File: src/rtl/jt10_adpcm_rom_arb.sv
// Shares one ADPCM sample ROM port between the ADPCM-A and ADPCM-B nibble fetchers.
// Define JT10_ROMARB_CACHE_EN to add a one-byte per-requester cache that answers address hits without the ROM.
module jt10_adpcm_rom_arb #(
  parameter int unsigned MAX_WAIT = 15
) (
  input  logic        clk,
  input  logic        rst,
  input  logic        a_strobe,
  input  logic [23:0] a_addr,
  input  logic        a_sel,
  input  logic        b_strobe,
  input  logic [23:0] b_addr,
  input  logic        b_sel,
  output logic [3:0]  a_data,
  output logic [3:0]  b_data,
  output logic        a_ok,
  output logic        b_ok,
  output logic        err,
  output logic [23:0] rom_addr,
  output logic        rom_cs,
  input  logic [7:0]  rom_data,
  input  logic        rom_ok
);

  typedef enum logic [1:0] {IDLE, WAIT_A, WAIT_B} state_t;

  localparam logic [7:0] MaxWait = 8'(MAX_WAIT);

  state_t      state_q, state_d;
  logic        first_q, first_d;
  logic        rom_cs_q, rom_cs_d;
  logic [23:0] rom_addr_q, rom_addr_d;
  logic        a_pend_q, a_pend_d, b_pend_q, b_pend_d;
  logic [23:0] a_paddr_q, a_paddr_d, b_paddr_q, b_paddr_d;
  logic        a_psel_q, a_psel_d, b_psel_q, b_psel_d;
  logic [3:0]  a_data_q, a_data_d, b_data_q, b_data_d;
  logic        a_ok_q, a_ok_d, b_ok_q, b_ok_d;
  logic        err_q, err_d;
  logic [7:0]  b_wait_q, b_wait_d;

  logic        a_hit, b_hit, a_new, b_new, a_req, b_req, a_done, b_done;
  logic [23:0] a_req_addr, b_req_addr;

`ifdef JT10_ROMARB_CACHE_EN
  logic        a_cval_q, a_cval_d, b_cval_q, b_cval_d;
  logic [23:0] a_caddr_q, a_caddr_d, b_caddr_q, b_caddr_d;
  logic [7:0]  a_cbyte_q, a_cbyte_d, b_cbyte_q, b_cbyte_d;
`endif

  function automatic logic [3:0] nibble(input logic [7:0] val, input logic sel);
    return sel ? val[3:0] : val[7:4];
  endfunction

  always_comb begin
    state_d    = state_q;
    first_d    = 1'b0;
    rom_cs_d   = rom_cs_q;
    rom_addr_d = rom_addr_q;
    a_pend_d   = a_pend_q;
    a_paddr_d  = a_paddr_q;
    a_psel_d   = a_psel_q;
    b_pend_d   = b_pend_q;
    b_paddr_d  = b_paddr_q;
    b_psel_d   = b_psel_q;
    a_data_d   = a_data_q;
    b_data_d   = b_data_q;
    a_ok_d     = 1'b0;
    b_ok_d     = 1'b0;
    err_d      = err_q;
    b_wait_d   = b_wait_q;

    a_done = (state_q == WAIT_A) && !first_q && rom_ok;
    b_done = (state_q == WAIT_B) && !first_q && rom_ok;

`ifdef JT10_ROMARB_CACHE_EN
    // A hit that would pulse ok alongside another completion falls back to a ROM fetch.
    a_hit = a_strobe && !a_pend_q && a_cval_q && (a_caddr_q == a_addr) && !b_done;
    b_hit = b_strobe && !b_pend_q && b_cval_q && (b_caddr_q == b_addr) && !a_done && !a_hit;
`else
    a_hit = 1'b0;
    b_hit = 1'b0;
`endif

    a_new = a_strobe && !a_pend_q && !a_hit;
    b_new = b_strobe && !b_pend_q && !b_hit;
    if ((a_strobe && a_pend_q) || (b_strobe && b_pend_q)) err_d = 1'b1;

    if (a_new) begin
      a_pend_d  = 1'b1;
      a_paddr_d = a_addr;
      a_psel_d  = a_sel;
    end
    if (b_new) begin
      b_pend_d  = 1'b1;
      b_paddr_d = b_addr;
      b_psel_d  = b_sel;
    end

    // A capture and its grant can share one edge, so arbitrate on pending-or-arriving.
    a_req      = a_pend_q || a_new;
    b_req      = b_pend_q || b_new;
    a_req_addr = a_pend_q ? a_paddr_q : a_addr;
    b_req_addr = b_pend_q ? b_paddr_q : b_addr;

    if (b_pend_q && (state_q != WAIT_B) && (b_wait_q != MaxWait)) b_wait_d = b_wait_q + 8'd1;

    case (state_q)
      IDLE: begin
        if (a_req && !(b_req && (b_wait_q == MaxWait))) begin
          rom_addr_d = a_req_addr;
          rom_cs_d   = 1'b1;
          first_d    = 1'b1;
          state_d    = WAIT_A;
        end else if (b_req) begin
          rom_addr_d = b_req_addr;
          rom_cs_d   = 1'b1;
          first_d    = 1'b1;
          b_wait_d   = '0;
          state_d    = WAIT_B;
        end
      end
      WAIT_A: begin
        if (a_done) begin
          a_data_d = nibble(rom_data, a_psel_q);
          a_ok_d   = 1'b1;
          a_pend_d = 1'b0;
          rom_cs_d = 1'b0;
          state_d  = IDLE;
        end
      end
      WAIT_B: begin
        if (b_done) begin
          b_data_d = nibble(rom_data, b_psel_q);
          b_ok_d   = 1'b1;
          b_pend_d = 1'b0;
          rom_cs_d = 1'b0;
          state_d  = IDLE;
        end
      end
      default: state_d = IDLE;
    endcase

`ifdef JT10_ROMARB_CACHE_EN
    a_cval_d  = a_cval_q;
    a_caddr_d = a_caddr_q;
    a_cbyte_d = a_cbyte_q;
    b_cval_d  = b_cval_q;
    b_caddr_d = b_caddr_q;
    b_cbyte_d = b_cbyte_q;
    if (a_hit) begin
      a_data_d = nibble(a_cbyte_q, a_sel);
      a_ok_d   = 1'b1;
    end
    if (b_hit) begin
      b_data_d = nibble(b_cbyte_q, b_sel);
      b_ok_d   = 1'b1;
    end
    if (a_done) begin
      a_cval_d  = 1'b1;
      a_caddr_d = rom_addr_q;
      a_cbyte_d = rom_data;
    end
    if (b_done) begin
      b_cval_d  = 1'b1;
      b_caddr_d = rom_addr_q;
      b_cbyte_d = rom_data;
    end
`endif
  end

  always_ff @(posedge clk or posedge rst) begin
    if (rst) begin
      state_q    <= IDLE;
      first_q    <= 1'b0;
      rom_cs_q   <= 1'b0;
      rom_addr_q <= '0;
      a_pend_q   <= 1'b0;
      a_paddr_q  <= '0;
      a_psel_q   <= 1'b0;
      b_pend_q   <= 1'b0;
      b_paddr_q  <= '0;
      b_psel_q   <= 1'b0;
      a_data_q   <= '0;
      b_data_q   <= '0;
      a_ok_q     <= 1'b0;
      b_ok_q     <= 1'b0;
      err_q      <= 1'b0;
      b_wait_q   <= '0;
`ifdef JT10_ROMARB_CACHE_EN
      a_cval_q   <= 1'b0;
      a_caddr_q  <= '0;
      a_cbyte_q  <= '0;
      b_cval_q   <= 1'b0;
      b_caddr_q  <= '0;
      b_cbyte_q  <= '0;
`endif
    end else begin
      state_q    <= state_d;
      first_q    <= first_d;
      rom_cs_q   <= rom_cs_d;
      rom_addr_q <= rom_addr_d;
      a_pend_q   <= a_pend_d;
      a_paddr_q  <= a_paddr_d;
      a_psel_q   <= a_psel_d;
      b_pend_q   <= b_pend_d;
      b_paddr_q  <= b_paddr_d;
      b_psel_q   <= b_psel_d;
      a_data_q   <= a_data_d;
      b_data_q   <= b_data_d;
      a_ok_q     <= a_ok_d;
      b_ok_q     <= b_ok_d;
      err_q      <= err_d;
      b_wait_q   <= b_wait_d;
`ifdef JT10_ROMARB_CACHE_EN
      a_cval_q   <= a_cval_d;
      a_caddr_q  <= a_caddr_d;
      a_cbyte_q  <= a_cbyte_d;
      b_cval_q   <= b_cval_d;
      b_caddr_q  <= b_caddr_d;
      b_cbyte_q  <= b_cbyte_d;
`endif
    end
  end

  assign a_data   = a_data_q;
  assign b_data   = b_data_q;
  assign a_ok     = a_ok_q;
  assign b_ok     = b_ok_q;
  assign err      = err_q;
  assign rom_addr = rom_addr_q;
  assign rom_cs   = rom_cs_q;

endmodule

File: config.mk
export PLATFORM = sky130hd
export DESIGN_NAME = jt10_adpcm_rom_arb
export DESIGN_NICKNAME = d
export VERILOG_FILES = /design/src/rtl/jt10_adpcm_rom_arb.sv
export SDC_FILE = /design/constraint.sdc
export NUM_CORES = 1
export LEC_CHECK = 0
export CAP_MARGIN = 30
export CORE_AREA = 3 3 79 137
export CTS_BUF_LIST = sky130_fd_sc_hd__clkbuf_2 sky130_fd_sc_hd__clkbuf_4 sky130_fd_sc_hd__clkbuf_8
export DETAILED_ROUTE_END_ITERATION = 8
export DIE_AREA = 0 0 82 140
export PLACE_DENSITY_LB_ADDON = 0.25
export SYNTH_ARGS = -nofsm -noshare
export SYNTH_HDL_FRONTEND = slang
export SYNTH_SLANG_ARGS = --single-unit
export TNS_END_PERCENT = 30
File: constraint.sdc
create_clock -name clk -period 6.5 [get_ports clk]
set_clock_uncertainty 0.15 [all_clocks]
set_input_delay 1.3 -clock clk [delete_from_list [all_inputs] [get_ports clk]]
set_output_delay 1.3 -clock clk [all_outputs]
set_load 0.005 [all_outputs]
==> metrics.txt <==
outcome=complete, no violations; Post-Syn Instances=around 500; Syn Nets=about 570; measured slew at the worst slew-check pin=just over 1 ns; critical path startpoint category=input pin; Die H=140 um; CP arrival=3.76 ns; Pleak=between 2 and 3 nW; core region area=approximately 0.0098 mm2; Routability Congestion=0.868; FILL cells=849; HPWL after DPL=approximately 9 mm; layout cells sized above 1=between 10% and 20%; most common cell after layout, fill and taps aside=nand2_1; # Post-CTS Setup Buffers=0; wire per inst=roughly 18 um; crit path launch=a_strobe; Clock Path Buffers=2; Netlist cell types=42; Top-Level Pins=slightly below 100; post-layout min period=approximately 3.7 ns; Tot GR Track Use=23.2%; Worst-path clk slew=0.08 ns; Finished Layout Cells=approximately 710; register area=between 0.002 and 0.0025 mm2; Area Growth Syn to Fin=25.5%; largest net degree at the start of global routing=between 60 and 70; Max Freq=approximately 0.27 GHz; vias in the first global route=roughly 4k; Simple-Gate Fraction of Synth Area=about a fifth; Synth Area in Compound Gates=12.7%; initial antenna violation count=0; Initial Util=49.7%; die area=between 0.01 and 0.015 mm2; root buffer cell=clkbuf_8; sw frac=about 38%; Clk pwr share=between 10% and 20%; Post-synth ARST share=100%; Max Cap Viol=0; Final setup viols=0; Syn. warnings=0; Worst path slowest cell=clkdlybuf4s50_1; Sw Pwr=roughly 1.0 mW; global route total overflow=0; Logic pwr share=approximately 45%; via count=around 3.9k; post-cts resize count=0; Post-Syn Area=0.00490 mm2; Sink Count=99; total power=2.76 mW; nets=650; Sequential Power Share=roughly two fifths; Final Max Tran Viols=0; most common flop cell mapped by yosys=dfrtp_1; Post-Synth Adder-Cell Area=1.28%; sequential share of the synthesized area=between 50% and 60%; Layout Utilization=62.4%; Reg-to-Reg Start=b_wait_q[5]; Post-synth EDFFs=0; Largest stage delay, worst path=roughly 0.9 ns; RSZ-0062 raised after global routing=false; Req. time, crit path=6.60 ns; # rows=48; worst hold path type=flip-flop to flip-flop; number of detailed-route iterations in the first pass=4; largest family of logic cells by synthesized area=simple AND/OR/NAND/NOR gates; sequence of cells on the critical path=clkdlybuf4s50_1, nor2_1, a21oi_1, nor3b_2, buf_6, o21ai_0; Via density=roughly 5.5; crit path max fanout=26; XOR/XNOR Fraction of Synth Area=less than 1%; Multi-input gate area=approximately 0.0022 mm2; P_int=1.72 mW; Cells after DPL=a little under 700; hold violation total from the final report=0; PortBufs=98; CTS H-tree depth=3; multiplexer share of the synthesized area=between 10% and 20%; crit end category=flip-flop; FF+latch count, synth=99; Crit Path Category=input pin to flip-flop; final period utilization=56.4%; Clock Latency Late Sink=~0.37 ns; CTS Buf Count=9; Die Wd=82 um; hold path start=a_paddr_q[23]; Synth Area per Inst=about 9.8 um2; PwrDens=between 400 and 500 mW/mm2; hold slack=0.329 ns; Max IR drop VDD=243 uV; first-pass GRT wire length=about 20 mm; setup TNS=0 ns; relative slew slack=32.2%; Hold Buf Count CTS=0; routed wire length=12.5 mm; initial drt markers=approximately 220; ant diodes=0; DR DRC count=0; CTS tree=yes; Antenna Nets Post-Route=0; commonest non-fill, non-tap cells in the layout=nand2_1, dfrtp_1, clkdlybuf4s50_1, o21ai_0, mux2_2
-- power by group through the flow --
| stage | Clock, mW | Sequential (mW) | Combinational (mW) |
|---|---|---|---|
| 2_1_floorplan | 0 | 1.07 | 0.792 |
| 3_3_place_gp | 0 | 1.11 | 1.22 |
| 3_5_place_dp | 0 | 1.12 | 1.26 |
| 4_1_cts | 0.407 | 1.11 | 1.27 |
| 5_1_grt | 0.432 | 1.14 | 1.40 |
| 6_report | 0.399 | 1.11 | 1.25 |
-- synth_stat cells, types with 6 or more instances --
| cell type | instances | area [um2] |
|---|---|---|
| dfrtp_1 | 99 | 2480 |
| nor3b_1 | 16 | 120 |
| nand3b_1 | 7 | 52.6 |
| nand3_1 | 10 | 50.1 |
| mux2i_1 | 12 | 120 |
| o211ai_1 | 18 | 135 |
| nand2_1 | 105 | 394 |
| inv_1 | 6 | 22.5 |
| nor2b_1 | 25 | 156 |
| a22oi_1 | 6 | 45.0 |
| mux2_2 | 40 | 450 |
| o21ai_0 | 58 | 290 |
| clkbuf_1 | 26 | 97.6 |
| nor2_1 | 23 | 86.3 |
-- routing by layer --
metal	track usage, %	part of all wire [%]	vias up	wire length [um]
met5	0	0	-	0
met4	12.7	4.2	0	522
met3	2.45	3.4	23	426
met2	41.0	55	101	6860
met1	26.5	38	1927	4690
li1	-	-	1887	-
-- state kept, by name, summed over array words and instances, names as in the netlist, 2 cells and up --
signal	cells
a_paddr_q	24
b_paddr_q	24
rom_addr	24
b_wait_q	8
a_data	4
b_data	4
state_q	2
-- critical path: cells and delay by family --
| kind | cells | cell delay, ns |
|---|---|---|
| AND/OR/NAND/NOR | 2 | 1.05 |
| AO/OA/AOI/OAI | 2 | 0.25 |
| buffers and inverters | 2 | 1.15 |
-- area by class of cell --
class | count | area share, %
clock buffers | 11 | 2.36
well taps | 125 | 2.54
inverters | 7 | 0.468
multi-input cells | 360 | 36.6
flip-flops and latches | 99 | 40.3
repair buffers | 105 | 16.9
clock inverters | 4 | 0.835
-- logic make-up after synthesis --
family                     count (synthesis)
DFF                                       99
buffers and inverters                     40
muxes                                     52
xor gates and xnor gates                   4
AOI/OAI and AO/OA                        100
adders and majority gates                  5
and+or+nand+nor                          199
-- path summary, 6_finish.rpt --
path / end / slack [ns] / cells after the start
worst max-delay path: rom_addr[5] / 2.84 / 6
worst min-delay path: a_paddr_q[23] / 0.33 / 2
worst max register to register: rom_addr[4] / 3.92 / 4
worst min register to register: a_paddr_q[23] / 0.33 / 2
max in group asynchronous: b_wait_q[4] / 3.88 / 3
min in group asynchronous: b_paddr_q[10] / 1.13 / 2
-- metrics by stage --
stage          setup WS (ns)  area, um2
6_report                2.84       6150
5_1_grt                 2.66       6150
4_1_cts                 2.90       6150
3_5_place_dp            2.53       5950
3_3_place_gp            2.25       5940
2_1_floorplan           2.46       4900
Power figures use the tool's default switching activity.
